==> config.mk <==
export PLATFORM = sky130hd
export DESIGN_NAME = snd_rom_fetch
export DESIGN_NICKNAME = d
export VERILOG_FILES = /design/src/rtl/snd_rom_fetch.sv
export SDC_FILE = /design/constraint.sdc
export NUM_CORES = 1
export LEC_CHECK = 0
export CORE_MARGIN = 4
export CORE_UTILIZATION = 69
export CTS_BUF_LIST = sky130_fd_sc_hd__clkbuf_4 sky130_fd_sc_hd__clkbuf_8
export CTS_CLUSTER_SIZE = 30
export DETAILED_ROUTE_END_ITERATION = 8
export DONT_BUFFER_PORTS = 1
export PLACE_DENSITY = 0.95
export SKIP_LAST_GASP = 1
export SLEW_MARGIN = 20
export SYNTH_ARGS = -nofsm -noshare
export SYNTH_HDL_FRONTEND = slang
export SYNTH_SLANG_ARGS = --single-unit
==> constraint.sdc <==
create_clock -name clk -period 3.48 [get_ports clk]
set_clock_uncertainty 0.05 [all_clocks]
set_input_delay 0.348 -clock clk [delete_from_list [all_inputs] [get_ports clk]]
set_output_delay 0.348 -clock clk [all_outputs]
set_load 0.01 [all_outputs]
==> src/rtl/snd_rom_fetch.sv <==
`default_nettype none
// ============================================================================
//  Module      : snd_rom_fetch
//  Description : Read sequencer between the sound CPU bus and the 4 KB sound
//                program ROM at F000-FFFF. Decodes the ROM region, drives the
//                synchronous ROM, waits its fixed latency, returns the byte
//                with a one-cycle ready pulse, and short-circuits repeated
//                reads through a one-entry last-address cache.
//  Revision    : 1.0 - initial release
// ============================================================================
module snd_rom_fetch #(
    parameter int         ROM_LATENCY = 1,     // legal 1..3
    parameter logic [3:0] ROM_BASE    = 4'hF
) (
    input  logic        clk,
    input  logic        rst,                   // asynchronous, active-low
    input  logic        cpu_req,
    input  logic        cpu_rw,
    input  logic [15:0] cpu_addr,
    output logic        cpu_rdy,
    output logic [7:0]  cpu_data,
    output logic        rom_hit,
    output logic        rom_cs,
    output logic [11:0] rom_addr,
    input  logic [7:0]  rom_data,
    output logic        wr_err,
    input  logic        err_clr
);

    typedef enum logic [1:0] {
        S_IDLE   = 2'd0,
        S_ACCESS = 2'd1,
        S_DONE   = 2'd2
    } state_t;

    // Two bits cover every legal latency (1..3).
    localparam logic [1:0] c_lat = 2'(ROM_LATENCY);

    state_t      r_state;
    state_t      w_state_nxt;
    logic [1:0]  r_cnt;
    logic        r_cache_vld;
    logic [11:0] r_cache_addr;
    logic        r_rom_cs;
    logic [11:0] r_rom_addr;
    logic [7:0]  r_cpu_data;
    logic        r_wr_err;

    logic        w_cache_hit;
    logic        w_miss_start;
    logic        w_wr_start;
    logic        w_capture;
    logic        w_rdy;

    // Region decode is purely combinational so other slaves can see it early.
    assign rom_hit     = cpu_req && (cpu_addr[15:12] == ROM_BASE);
    // All 12 offset bits take part, so the two 2 KB halves never alias.
    assign w_cache_hit = r_cache_vld && (cpu_addr[11:0] == r_cache_addr);

    // Next-state decode and the per-edge actions the datapath acts on.
    always_comb begin
        w_state_nxt  = r_state;
        w_miss_start = 1'b0;
        w_wr_start   = 1'b0;
        w_capture    = 1'b0;
        w_rdy        = 1'b0;
        case (r_state)
            S_IDLE: begin
                if (rom_hit) begin
                    if (!cpu_rw) begin
                        w_wr_start  = 1'b1;
                        w_state_nxt = S_DONE;
                    end else if (w_cache_hit) begin
                        w_state_nxt = S_DONE;
                    end else begin
                        w_miss_start = 1'b1;
                        w_state_nxt  = S_ACCESS;
                    end
                end
            end
            S_ACCESS: begin
                // The request is finished even if cpu_req drops meanwhile.
                if (r_cnt == c_lat) begin
                    w_capture   = 1'b1;
                    w_state_nxt = S_DONE;
                end
            end
            S_DONE: begin
                // Single acknowledge; a still-high request is not re-accepted.
                w_rdy       = 1'b1;
                w_state_nxt = S_IDLE;
            end
            default: begin
                w_state_nxt = S_IDLE;
            end
        endcase
    end

    // State register; reset abandons any access in flight.
    always_ff @(posedge clk or negedge rst) begin
        if (!rst) begin
            r_state <= S_IDLE;
        end else begin
            r_state <= w_state_nxt;
        end
    end

    // ROM interface, latency counter, cache and returned-data registers.
    always_ff @(posedge clk or negedge rst) begin
        if (!rst) begin
            r_cnt        <= 2'd0;
            r_rom_cs     <= 1'b0;
            r_rom_addr   <= 12'd0;
            r_cpu_data   <= 8'h00;
            r_cache_vld  <= 1'b0;
            r_cache_addr <= 12'd0;
        end else begin
            if (w_miss_start) begin
                r_rom_addr <= cpu_addr[11:0];
                r_rom_cs   <= 1'b1;
                r_cnt      <= 2'd0;
            end else if (r_state == S_ACCESS) begin
                r_cnt <= r_cnt + 2'd1;
            end
            if (w_capture) begin
                r_cpu_data   <= rom_data;
                r_cache_addr <= r_rom_addr;
                r_cache_vld  <= 1'b1;
                r_rom_cs     <= 1'b0;
            end
        end
    end

    // Sticky write-to-ROM flag; a new offending write beats a clear.
    always_ff @(posedge clk or negedge rst) begin
        if (!rst) begin
            r_wr_err <= 1'b0;
        end else if (w_wr_start) begin
            r_wr_err <= 1'b1;
        end else if (err_clr) begin
            r_wr_err <= 1'b0;
        end
    end

    assign cpu_rdy  = w_rdy;
    assign cpu_data = r_cpu_data;
    assign rom_cs   = r_rom_cs;
    assign rom_addr = r_rom_addr;
    assign wr_err   = r_wr_err;

endmodule
`default_nettype wire
* Yosys cells after proc, flatten, opt, wreduce, memory -nomap -nowiden
Cells that the tools add are included.
** Storage, ports and cells
- Logic and storage cells :: 44
- Flip-flop bits (word level) :: 39
- Bits of input ports :: 29
** Operators by class
- Reductions and logical operators :: 7
- Add/subtract/negate cells :: 1
- Muxes and demuxes :: 21
- Eq/ne operators :: 7
** Operator list (number)
- $mux 1 :: 14
- $eq 12x12->1 :: 1
- $mux 2 :: 6
- $reduce_bool 2->1 :: 3
- $eq 2x1->1 const B :: 2
- $eq 4x4->1 const B :: 1
- $ne 2x2->1 const B :: 2
- $pmux 2 s2 :: 1
- $add 2x1->2 const B :: 1
- $eq 2x2->1 const B :: 1
- $logic_and 1x1->1 :: 2
- $logic_not 2->1 :: 1
- $reduce_and 2->1 :: 1

* Longest topological paths before layout
Gate-level depths: netlist of the first run.
- Depth in word-level cells :: 8
- Depth in mapped cells :: 6
- Gate-level depth less buffers :: 5

* Least setup slack after synthesis of the first run
Ideal clock, no wire load.
- Path type :: input to register
- Start :: in cpu_addr[15]
- End :: reg r_rom_addr[10], in the netlist rom_addr[10]
- Slack :: 1695 ps
- Arrival :: 1609 ps
- Data required time :: 3305 ps
- Path buffers :: 1
- Stages on the path :: 6
- Cells stage by stage :: and3_1 nand3_1 or3_1 nor2_4 buf_6 mux2_4
** On the way
- Word-level cells in the longest chain between the ends :: 4
** RTL lines
- start, declared :: line 19 : input logic [15:0] cpu_addr,
- $eq 4x4->1 :: line 56 : assign rom_hit = cpu_req && (cpu_addr[15:12] == ROM_BASE);
- $logic_and 1x1->1 :: line 56
- $mux 1 :: line 69 : if (rom_hit) begin
- $mux 1 :: line 67 : case (r_state)
- end signal, assigned :: line 119 : r_rom_addr <= cpu_addr[11:0];
- end, declared :: line 45 : logic [11:0] r_rom_addr;
No other way between the ends.
A chain may end at the register's enable or synchronous reset.

* Worst setup path after layout of the first run
- Start :: reg r_cache_addr[7]
- End :: reg r_rom_addr[9], in the netlist rom_addr[9]
** On the way
- Word-level cells in the longest chain between the ends :: 6
** RTL lines
- start, declared :: line 43 : logic [11:0] r_cache_addr;
- start signal, assigned :: line 127 : r_cache_addr <= r_rom_addr;
- $eq 12x12->1 :: line 58 : assign w_cache_hit = r_cache_vld && (cpu_addr[11:0] == r_cache_addr);
- $logic_and 1x1->1 :: line 58
- $mux 1 :: line 73 : end else if (w_cache_hit) begin
- $mux 1 :: line 70 : if (!cpu_rw) begin
- $mux 1 :: line 69
- $mux 1 :: line 67
No other way between the ends.

==> impl_metrics.csv, run 1 <==
group,metric,value,unit
power_and_ir_drop,p_switching,0.419,mW
clocking,cts_resized,0,
detailed_routing,drt_iter0_drc,30,
clocking,cts_sinks,39,
status,status,"complete, no violations",
power_and_ir_drop,peakVddDrop,0.565,mV
final_layout,final_layout_size_suffix_gt1_share,36.4,%
yosys,yosysSeqAreaShare,58.4,%
place,globalplace.congestion,0.777,
yosys,synth_compound_area_share,3.15,%
yosys,synth_area,1670,µm²
yosys,yosys.area_share.simple,5.92,%
yosys,yosys_register_bits,39,
hold_path,min_path_type,"input pin to register",
yosys,synthAdderAreaFrac,0.749,%
final_layout,syn_to_final_growth,7.79,%
power_and_ir_drop,power_frac_seq,58.1,%
global_route,antenna_found_initial,0,
place,port_buffers,0,
floorplan,start_util,74.1,%
timing,tightest_slew,0.536,ns
yosys,yosysWarningCount,0,
worst_setup_path,critPathMaxFanout,15,
worst_setup_path,crit_type,"register to register",
timing,setup_viol,0,
worst_setup_path,critPathArrivalTime,2.17,ns
detailed_routing,postRouteAntennaNets,0,
power_and_ir_drop,swShare,31.3,%
power_and_ir_drop,pwr-share-comb,22.5,%
detailed_routing,dr.pass1.iters,4,
worst_setup_path,endpoint_kind,"register",
detailed_routing,drc,0,
worst_setup_path,critPathLaunchType,"register",
yosys,yosys.area.top_type,"dfrtp_1",
yosys,synth_top_family_by_area,"multiplexers",
detailed_routing,vias,895,
floorplan,io_pins,53,
worst_setup_path,crit_required,3.66,ns
timing,max_freq,502,MHz
timing,finalCritPeriodShare,57.2,%
clocking,cts_tree,"built",
timing,rsz0062_at_grt,"no",
yosys,synth_nets,143,
clocking,cts_max_level,2,
detailed_routing,totalWireLength,3.15,mm
global_route,overflow,0,
yosys,synthMuxAreaShare,23.1,%
timing,fin_crit,1.99,ns
power_and_ir_drop,power.share.clock,19.4,%
timing,relSlewSlack,64.2,%
global_route,track_usage,21.7,%
detailed_routing,drt-wirelength-per-cell,21.1,µm
clocking,clk_path_buf_depth,2,
yosys,synth.area.top_cells,"dfrtp_1 58%, mux2_2 17%, mux2_4 6.3%",
run,max-cap-violations,0,
yosys,synth_xor_area_share,6.82,%
place,post-dp-hpwl,2.13,mm
floorplan,die_x,57.2,µm
yosys,synth_cells,113,
power_and_ir_drop,p_int,0.921,mW
floorplan,core,2250,µm²
final_layout,diodes,0,
clocking,insertion_delay,0.35,ns
clocking,path_clk_slew,0.11,ns
floorplan,die_h,57.2,µm
floorplan,die_area,3270,µm²
power_and_ir_drop,p_leak,0.841,nW
clocking,clock-root-buffer,"clkbuf_4",
global_route,grt_pass1_vias,1021,
timing,slew_viol_final,0,
yosys,synth_top_cell_area_share,58.4,%
timing,fin_setup_tns,0,ns
final_layout,finalNetCount,150,
timing,hold_viol_final,0,
detailed_routing,via_per_inst,6.01,
power_and_ir_drop,pwr_density_cell,745,nW/µm²
floorplan,rows,17,
final_layout,fillerInstances,130,
power_and_ir_drop,total_power,1.34,mW
global_route,grt_pass1_wl,5.02,mm
global_route,grt_max_degree,40,
yosys,avgSynthCellArea,14.8,µm²
clocking,cts_buffers,5,
yosys,synth_cell_type_count,24,
-- cells in the final DEF (no fill, tap or decap) --
master,count
dfrtp_1,39
mux2_2,25
xnor2_1,12
mux2_4,7
clkbuf_4,5
inv_1,3
nor2_1,3
nand3_1,2
nand2b_1,2
nand4_1,2
nand2_1,2
o22ai_1,2
clkbuf_8,2
and3_1,1
nor2b_1,1
nand3b_1,1
or3_1,1
o41ai_4,1
nor2_4,1
o21a_1,1
a21oi_1,1
or2b_1,1
xor2_1,1
ha_1,1
clkinvlp_4,1
buf_12,1
dlygate4sd3_1,1
buf_6,1
-- logic make-up after synthesis --
logic type | count (synthesis)
simple gates | 17
buf+inv | 6
compound gates | 5
fa+ha+maj | 1
mux | 32
xor+xnor | 13
flops | 39
-- cell usage after synthesis --
| cell | instances |
|---|---|
| a21oi_1 | 1 |
| and3_1 | 1 |
| buf_6 | 1 |
| clkbuf_1 | 2 |
| dfrtp_1 | 39 |
| ha_1 | 1 |
| inv_1 | 3 |
| mux2_2 | 25 |
| mux2_4 | 7 |
| nand2_1 | 2 |
| nand2b_1 | 2 |
| nand3_1 | 2 |
| nand3b_1 | 1 |
| nand4_1 | 2 |
| nor2_1 | 3 |
| nor2_4 | 1 |
| nor2b_1 | 1 |
| o21a_1 | 1 |
| o22ai_1 | 2 |
| o41ai_4 | 1 |
| or2b_1 | 1 |
| or3_1 | 1 |
| xnor2_1 | 12 |
| xor2_1 | 1 |
-- repair_timing --
item,in CTS,in global routing
hold endpoints to repair,39,0
buffers inserted,0,0
hold buffers,2,0
-- cell type report --
class | count | area (µm²) | share of cell area (%)
flip-flops and latches | 39 | 976 | 54.2
multi-input cells | 68 | 664 | 36.9
clock buffers | 7 | 65.1 | 3.61
repair buffers | 3 | 41.3 | 2.29
well taps | 28 | 35.0 | 1.95
inverters | 3 | 11.3 | 0.625
clock inverters | 1 | 7.51 | 0.417
-- state kept, by name, summed over array words and instances (netlist names) --
| name | cells |
|---|---|
| r_cache_addr | 12 |
| rom_addr | 12 |
| cpu_data | 8 |
| r_cnt | 2 |
| r_state | 2 |
| r_cache_vld | 1 |
| rom_cs | 1 |
| wr_err | 1 |
-- critical path: stages (launching register included) --
cell and delay, ns:
dfrtp_1 0.42, xnor2_1 0.23, nand3_1 0.17, o41ai_4 0.47
nor2_4 0.19, mux2_4 0.34
-- path summary, 6_finish.rpt --
check | from | to | slack [ns] | depth (start not counted)
min in group asynchronous | rst | r_cnt[0] | 0.40 | 2
max | r_cache_addr[7] | rom_addr[9] | 1.49 | 5
max in group asynchronous | rst | rom_addr[10] | 2.79 | 2
max reg2reg | r_cache_addr[7] | rom_addr[9] | 1.49 | 5
min reg2reg | r_cache_vld | r_cache_vld | 0.44 | 1
min | cpu_rw | wr_err | 0.07 | 1
-- power by group through the flow --
stage	clock, mW	combinational [mW]	sequential (mW)
finish	0.260	0.301	0.779
global route	0.290	0.331	0.798
CTS	0.267	0.300	0.778
detailed placement	0	0.284	0.785
global placement	0	0.266	0.773
floorplan	0	0.248	0.750
-- metal layers --
metal	track usage [%]	routed length, µm	up-vias
li1	-	-	399
met3	11.8	296	6
met5	0	0	-
met1	24.3	1260	448
met4	8.94	44	0
met2	34.4	1550	42
-- metrics by stage --
step | worst slack, ns | utilization (%) | cells | hold slack (ns) | cell area [µm²]
2_1_floorplan | 1.70 | - | 113 | 0.00241 | 1670
3_5_place_dp | 1.36 | 74.8 | 138 | 0.00324 | 1690
3_3_place_gp | 1.43 | 74.8 | 138 | 0.00320 | 1690
5_1_grt | 1.39 | 79.9 | 149 | 0.0352 | 1800
4_1_cts | 1.37 | 79.4 | 148 | 0.0528 | 1790
6_report | 1.49 | 79.9 | 149 | 0.0669 | 1800
Power figures use the tool's default switching activity.
==> run 2, diff against run 1 <==
--- a/config.mk
+++ b/config.mk
@@ -5,13 +5,14 @@
 export SDC_FILE = /design/constraint.sdc
 export NUM_CORES = 1
 export LEC_CHECK = 0
+export CORE_ASPECT_RATIO = 0.5
 export CORE_MARGIN = 4
-export CORE_UTILIZATION = 69
+export CORE_UTILIZATION = 64
 export CTS_BUF_LIST = sky130_fd_sc_hd__clkbuf_4 sky130_fd_sc_hd__clkbuf_8
 export CTS_CLUSTER_SIZE = 30
 export DETAILED_ROUTE_END_ITERATION = 8
 export DONT_BUFFER_PORTS = 1
-export PLACE_DENSITY = 0.95
+export PLACE_DENSITY = 0.92
 export SKIP_LAST_GASP = 1
 export SLEW_MARGIN = 20
 export SYNTH_ARGS = -nofsm -noshare
==> constraint.sdc (replaced) <==
create_clock -name clk -period 1.9 [get_ports clk]
set_clock_uncertainty 0.05 [all_clocks]
set_input_delay 0.19 -clock clk [delete_from_list [all_inputs] [get_ports clk]]
set_output_delay 0.19 -clock clk [all_outputs]
set_load 0.01 [all_outputs]
==> run 2 against run 1 <==
Sequential cell count is the same. Non-clock buffer count increased by 23. Die area rose by 8.2%. Count of clock-buffer cells in the layout fell by 1. Utilization is 10 points higher. Via count rose by 16%. Critical path type unchanged. Cell count rose by 21%.
==> impl_metrics.csv, run 2 (synthesis gave the netlist of run 1 again) <==
group,metric,value,unit
power_and_ir_drop,pwr-share-comb,22.7,%
hold_path,min_path_type,"input pin to register",
worst_setup_path,critPathMaxFanout,8,
detailed_routing,drc,0,
timing,tightest_slew,0.393,ns
detailed_routing,totalWireLength,3.97,mm
hold_path,hold_depth,1,
global_route,overflow,0,
worst_setup_path,r2r_start,"r_cache_addr[8]",
power_and_ir_drop,peakVddDrop,0.990,mV
detailed_routing,drt_iter0_drc,62,
power_and_ir_drop,p_switching,0.860,mW
worst_setup_path,cpMaxStageDelayCell,"dfrtp_1",
detailed_routing,postRouteAntennaNets,0,
final_layout,fin_area,2110,µm²
worst_setup_path,crit_required,2.03,ns
clocking,path_clk_slew,0.08,ns
floorplan,die_x,80.3,µm
status,status,"complete, no violations",
floorplan,rows,12,
worst_setup_path,crit_chain,"xnor2_1, nand3_1, o41ai_4, buf_4, nor2_4, mux2_4",
worst_setup_path,rrSetupSlack,0.007,ns
timing,slew_viol_final,0,
clocking,insertion_delay,0.29,ns
worst_setup_path,critPathArrivalTime,2.02,ns
clocking,cts_tree,"built",
detailed_routing,dr.pass1.iters,4,
run,max-cap-violations,0,
clocking,clk_path_buf_depth,2,
final_layout,final_cell_mix,"39 x dfrtp_1, 25 x mux2_2, 20 x dlygate4sd3_1, 9 x xnor2_1, 7 x mux2_4",
global_route,gr-usage-met3,8.54,%
clocking,clock-root-buffer,"clkbuf_8",
timing,setup_viol,0,
global_route,grt_pass1_vias,1161,
timing,hold_viol_final,0,
timing,hold-worst-slack,0.00393,ns
floorplan,io_pins,53,
floorplan,die_h,44.1,µm
hold_path,worstHoldEndpoint,"rom_addr[3]",
detailed_routing,vias,1035,
timing,relSlewSlack,73.7,%
clocking,cts_max_level,2,
worst_setup_path,path_buf_inv,1,
global_route,gr-usage-met1,27.5,%
global_route,busiest_layer,"met2",
worst_setup_path,cpPeakStageDelay,0.42,ns
global_route,grtUsageMet2,42.9,%
floorplan,die_area,3540,µm²
worst_setup_path,critPathLaunchType,"register",
floorplan,core,2340,µm²
hold_path,min_from,"cpu_addr[3]",
worst_setup_path,rr_worst_depth,6,
worst_setup_path,endpoint_kind,"register",
clocking,cts_buffers,5,
global_route,grt_max_degree,40,
power_and_ir_drop,p_leak,0.979,nW
place,place_area,1720,µm²
power_and_ir_drop,power.share.clock,25.4,%
floorplan,start_util,71.3,%
global_route,grt_pass1_wl,6.05,mm
final_layout,diodes,0,
final_layout,syn_to_final_growth,26.3,%
final_layout,layout_commonest_cell,"dfrtp_1",
timing,finalCritPeriodShare,99.6,%
final_layout,fillerInstances,91,
detailed_routing,via_per_inst,5.75,
final_layout,finalNetCount,174,
global_route,track_usage,24.3,%
worst_setup_path,path_delay_family,"flip-flops",
power_and_ir_drop,pwr_density_cell,1330,nW/µm²
clocking,cts_sinks,39,
worst_setup_path,crit_type,"register to register",
power_and_ir_drop,power_frac_seq,51.9,%
place,globalplace.congestion,0.765,
place,post-dp-hpwl,2.18,mm
timing,rsz0062_at_grt,"yes",
timing,fin_crit,1.89,ns
detailed_routing,drt-wirelength-per-cell,22.1,µm
place,port_buffers,0,
timing,max_freq,528,MHz
power_and_ir_drop,swShare,30.6,%
power_and_ir_drop,p_int,1.95,mW
global_route,antenna_found_initial,0,
worst_setup_path,regToRegEndpoint,"rom_addr[7]",
final_layout,final_layout_size_suffix_gt1_share,36.6,%
-- run 2: cell types whose count changed in the layout (fill, tap and decap cells not counted), moves of 3 or more --
cell / delta
dlygate4sd3_1: +19
buf_4: +5
clkbuf_4: -5
clkbuf_8: +4
xnor2_1: -3
xnor2_2: +3
-- run 2: worst max-delay path by stage --
stage          cells past startpoint           end  slack (ns)            start
4_1_cts                            5   rom_addr[7]      -0.002  r_cache_addr[8]
2_1_floorplan                      6  rom_addr[10]        0.12  r_cache_addr[6]
3_5_place_dp                       5   rom_addr[7]       -0.05  r_cache_addr[1]
3_3_place_gp                       5   rom_addr[8]        0.05  r_cache_addr[1]
6_report                           6   rom_addr[7]       0.007  r_cache_addr[8]
5_1_grt                            6   rom_addr[7]       -0.03  r_cache_addr[1]
-- run 2: layout make-up --
class | instances | area [µm²] | area share [%]
clock buffer | 6 | 82.6 | 3.91
timing repair buffer | 26 | 258 | 12.2
clock inverter | 2 | 35.0 | 1.66
multi-input combinational | 69 | 703 | 33.3
sequential | 39 | 976 | 46.3
tap | 35 | 43.8 | 2.08
inverter | 3 | 11.3 | 0.534
-- run 2: stage by stage --
stage | util, % | setup WS (ns) | total power, mW | std cells | TNS [ns]
after global placement | 73.3 | 0.0463 | 1.92 | 148 | 0
after global routing | 90.1 | -0.0271 | 2.92 | 180 | -0.153
final | 90.1 | 0.00702 | 2.81 | 180 | 0
after detailed placement | 73.3 | -0.0476 | 1.97 | 148 | -0.307
after CTS | 88.1 | -0.00219 | 2.76 | 177 | -0.00219
after floorplan | - | 0.125 | 1.83 | 113 | 0
-- run 2: metal layers --
metal  share of wire [%]  up-vias
met5                   0        -
met3                 6.0        6
met4                 1.0        0
met2                  52       35
li1                    -      452
met1                  41      542
-- run 2: power groups by stage --
stage,combinational [mW],sequential [mW],clock [mW]
after CTS,0.614,1.44,0.713
after global routing,0.689,1.49,0.746
after detailed placement,0.530,1.44,0
after floorplan,0.455,1.37,0
after global placement,0.501,1.42,0
final,0.638,1.46,0.714
-- run 2: what timing repair did --
action                                 CTS  global route
gates resized for setup                  2             3
endpoints found under the hold margin   55             2
setup endpoints to repair               12            15
pin swaps                                4             4
hold buffers                            19             2
gates cloned                             1             0
buffers inserted                         1             1
==> run 3, diff against run 2 <==
==> constraint.sdc (replaced) <==
create_clock -name clk -period 1.9 [get_ports clk]
set_clock_uncertainty 0.05 [all_clocks]
set_input_delay 0.19 -clock clk [delete_from_list [all_inputs] [get_ports clk]]
set_output_delay 0.19 -clock clk [all_outputs]
set_load 0.005 [all_outputs]
==> run 3 against run 2 <==
Non-clock buffer count is 1 higher. Combinational power is 2% lower. Cell count is 0.56% higher. Worst setup slack better by 0.015 ns. Die area stayed put. Sequential cell count stayed put. Critical path type unchanged. Largest cell class unchanged. Highest routed layer unchanged.
==> impl_metrics.csv, run 3 (synthesis gave the netlist of run 1 again) <==
group,metric,value,unit
final_layout,diodes,0,
detailed_routing,dr.pass1.iters,4,
clocking,cts_max_level,2,
place,port_buffers,0,
timing,fin_crit,1.88,ns
clocking,cts_sinks,39,
worst_setup_path,crit_chain,"xnor2_2, nand4_1, o41ai_4, buf_4, nor2_2, mux2_2",
clocking,clock-root-buffer,"clkbuf_8",
final_layout,final_cell_mix,"39 x dfrtp_1, 25 x mux2_2, 21 x dlygate4sd3_1, 10 x xnor2_1, 7 x mux2_4",
global_route,overflow,0,
power_and_ir_drop,swShare,28.8,%
global_route,grt_pass1_vias,1147,
global_route,track_usage,24.0,%
detailed_routing,totalWireLength,3.94,mm
timing,max_freq,533,MHz
timing,rsz0062_at_grt,"yes",
place,dpl.cell_count,148,
floorplan,die_area,3540,µm²
worst_setup_path,critPathArrivalTime,2.00,ns
clocking,cts_tree,"built",
detailed_routing,vias,1051,
run,max-cap-violations,0,
floorplan,die_x,80.3,µm
worst_setup_path,path_delay_family,"simple AND/OR/NAND/NOR gates",
clocking,cts_buffers,5,
place,dp_slack,-0.0535,ns
final_layout,layout_commonest_cell,"dfrtp_1",
detailed_routing,drc,0,
timing,hold_viol_final,0,
worst_setup_path,cpPeakStageDelay,0.41,ns
clocking,path_clk_slew,0.07,ns
timing,relSlewSlack,71.5,%
hold_path,min_path_type,"input pin to register",
power_and_ir_drop,power_frac_seq,50.8,%
timing,timing.final.ws_setup,0.0224,ns
power_and_ir_drop,p_int,1.94,mW
timing,setup_viol,0,
final_layout,regArea,976,µm²
timing,finalCritPeriodShare,98.8,%
power_and_ir_drop,peakVddDrop,0.936,mV
detailed_routing,via_per_inst,5.81,
power_and_ir_drop,p_leak,0.980,nW
timing,fin_setup_tns,0,ns
floorplan,start_util,71.3,%
power_and_ir_drop,total_power,2.73,mW
worst_setup_path,crit_type,"register to register",
floorplan,rows,12,
timing,slew_viol_final,0,
status,status,"complete, no violations",
global_route,antenna_found_initial,0,
clocking,insertion_delay,0.29,ns
global_route,grt_max_degree,40,
power_and_ir_drop,p_switching,0.788,mW
detailed_routing,drt-wirelength-per-cell,21.8,µm
final_layout,fin_cells,181,
worst_setup_path,critPathLaunchType,"register",
power_and_ir_drop,pwr_density_cell,1300,nW/µm²
worst_setup_path,cpMaxStageDelayCell,"dfrtp_1",
place,post-dp-hpwl,2.13,mm
floorplan,die_h,44.1,µm
power_and_ir_drop,pwr-share-comb,22.9,%
global_route,grt_pass1_wl,6.07,mm
worst_setup_path,crit_required,2.02,ns
final_layout,syn_to_final_growth,26.1,%
final_layout,multi_input_area,691,µm²
timing,tightest_slew,0.428,ns
place,globalplace.congestion,0.765,
clocking,clk_path_buf_depth,2,
final_layout,final_layout_size_suffix_gt1_share,35.6,%
detailed_routing,drt_iter0_drc,143,
worst_setup_path,endpoint_kind,"register",
timing,hold-worst-slack,0.00401,ns
floorplan,io_pins,53,
detailed_routing,postRouteAntennaNets,0,
worst_setup_path,critPathMaxFanout,7,
power_and_ir_drop,power.share.clock,26.2,%
final_layout,finalNetCount,175,
final_layout,fillerInstances,94,
floorplan,core,2340,µm²
worst_setup_path,path_buf_inv,1,
## run 3: changes by cell type in the layout (fill, tap and decap cells not counted)
cell,change
nor2_4,-1
dlygate4sd3_1,+1
xnor2_2,-1
xnor2_1,+1
nor2_2,+1
## run 3: what timing repair did
| item | CTS | global route |
|---|---|---|
| endpoints found under the hold margin | 56 | 2 |
| setup endpoints to repair | 12 | 16 |
| resized for setup | 1 | 2 |
| cloned | 1 | 0 |
| hold buffers | 20 | 2 |
| pin swaps | 3 | 4 |
| setup buffers | 1 | 1 |
## run 3: layout make-up
cell class | instances | area share (%)
well taps | 35 | 2.08
clock inverters | 2 | 1.66
clock buffers | 6 | 3.92
multi-input cells | 69 | 32.8
repair buffers | 27 | 12.7
inverters | 3 | 0.534
flip-flops and latches | 39 | 46.3
## run 3: layer usage
metal,routed length (µm),global-route usage [%],up-vias
li1,-,-,454
met1,1640,26.9,533
met2,1970,43.9,55
met3,280,8.33,9
met4,48,7.74,0
met5,0,0,-
## run 3: final timing paths
kind / depth (start not counted) / startpoint / end / slack, ns
hold reg to reg: 1 / r_cache_vld / r_cache_vld / 0.45
setup reg to reg: 6 / r_cache_addr[1] / rom_addr[3] / 0.02
hold / removal: 1 / cpu_addr[2] / rom_addr[2] / 0.004
min in group asynchronous: 2 / rst / r_cache_addr[0] / 0.29
setup / recovery: 6 / r_cache_addr[1] / rom_addr[3] / 0.02
max in group asynchronous: 2 / rst / rom_addr[2] / 1.32
## run 3: power groups by stage
stage	registers [mW]	clock network, mW	logic (mW)
2_1_floorplan	1.31	0	0.454
5_1_grt	1.42	0.756	0.684
3_3_place_gp	1.36	0	0.500
6_report	1.39	0.717	0.627
4_1_cts	1.37	0.713	0.591
3_5_place_dp	1.38	0	0.527
## run 3: worst reg2reg max path, cell delays in order, from the launching register on
cell	delay (ns)
dfrtp_1	0.41
xnor2_2	0.16
nand4_1	0.14
o41ai_4	0.09
buf_4	0.16
nor2_2	0.36
mux2_2	0.38
## run 3: stage by stage
step | area, µm² | utilization (%)
CTS | 2070 | 88.2
global placement | 1720 | 73.3
finish | 2110 | 90.0
detailed placement | 1720 | 73.3
floorplan | 1670 | -
global route | 2110 | 90.0
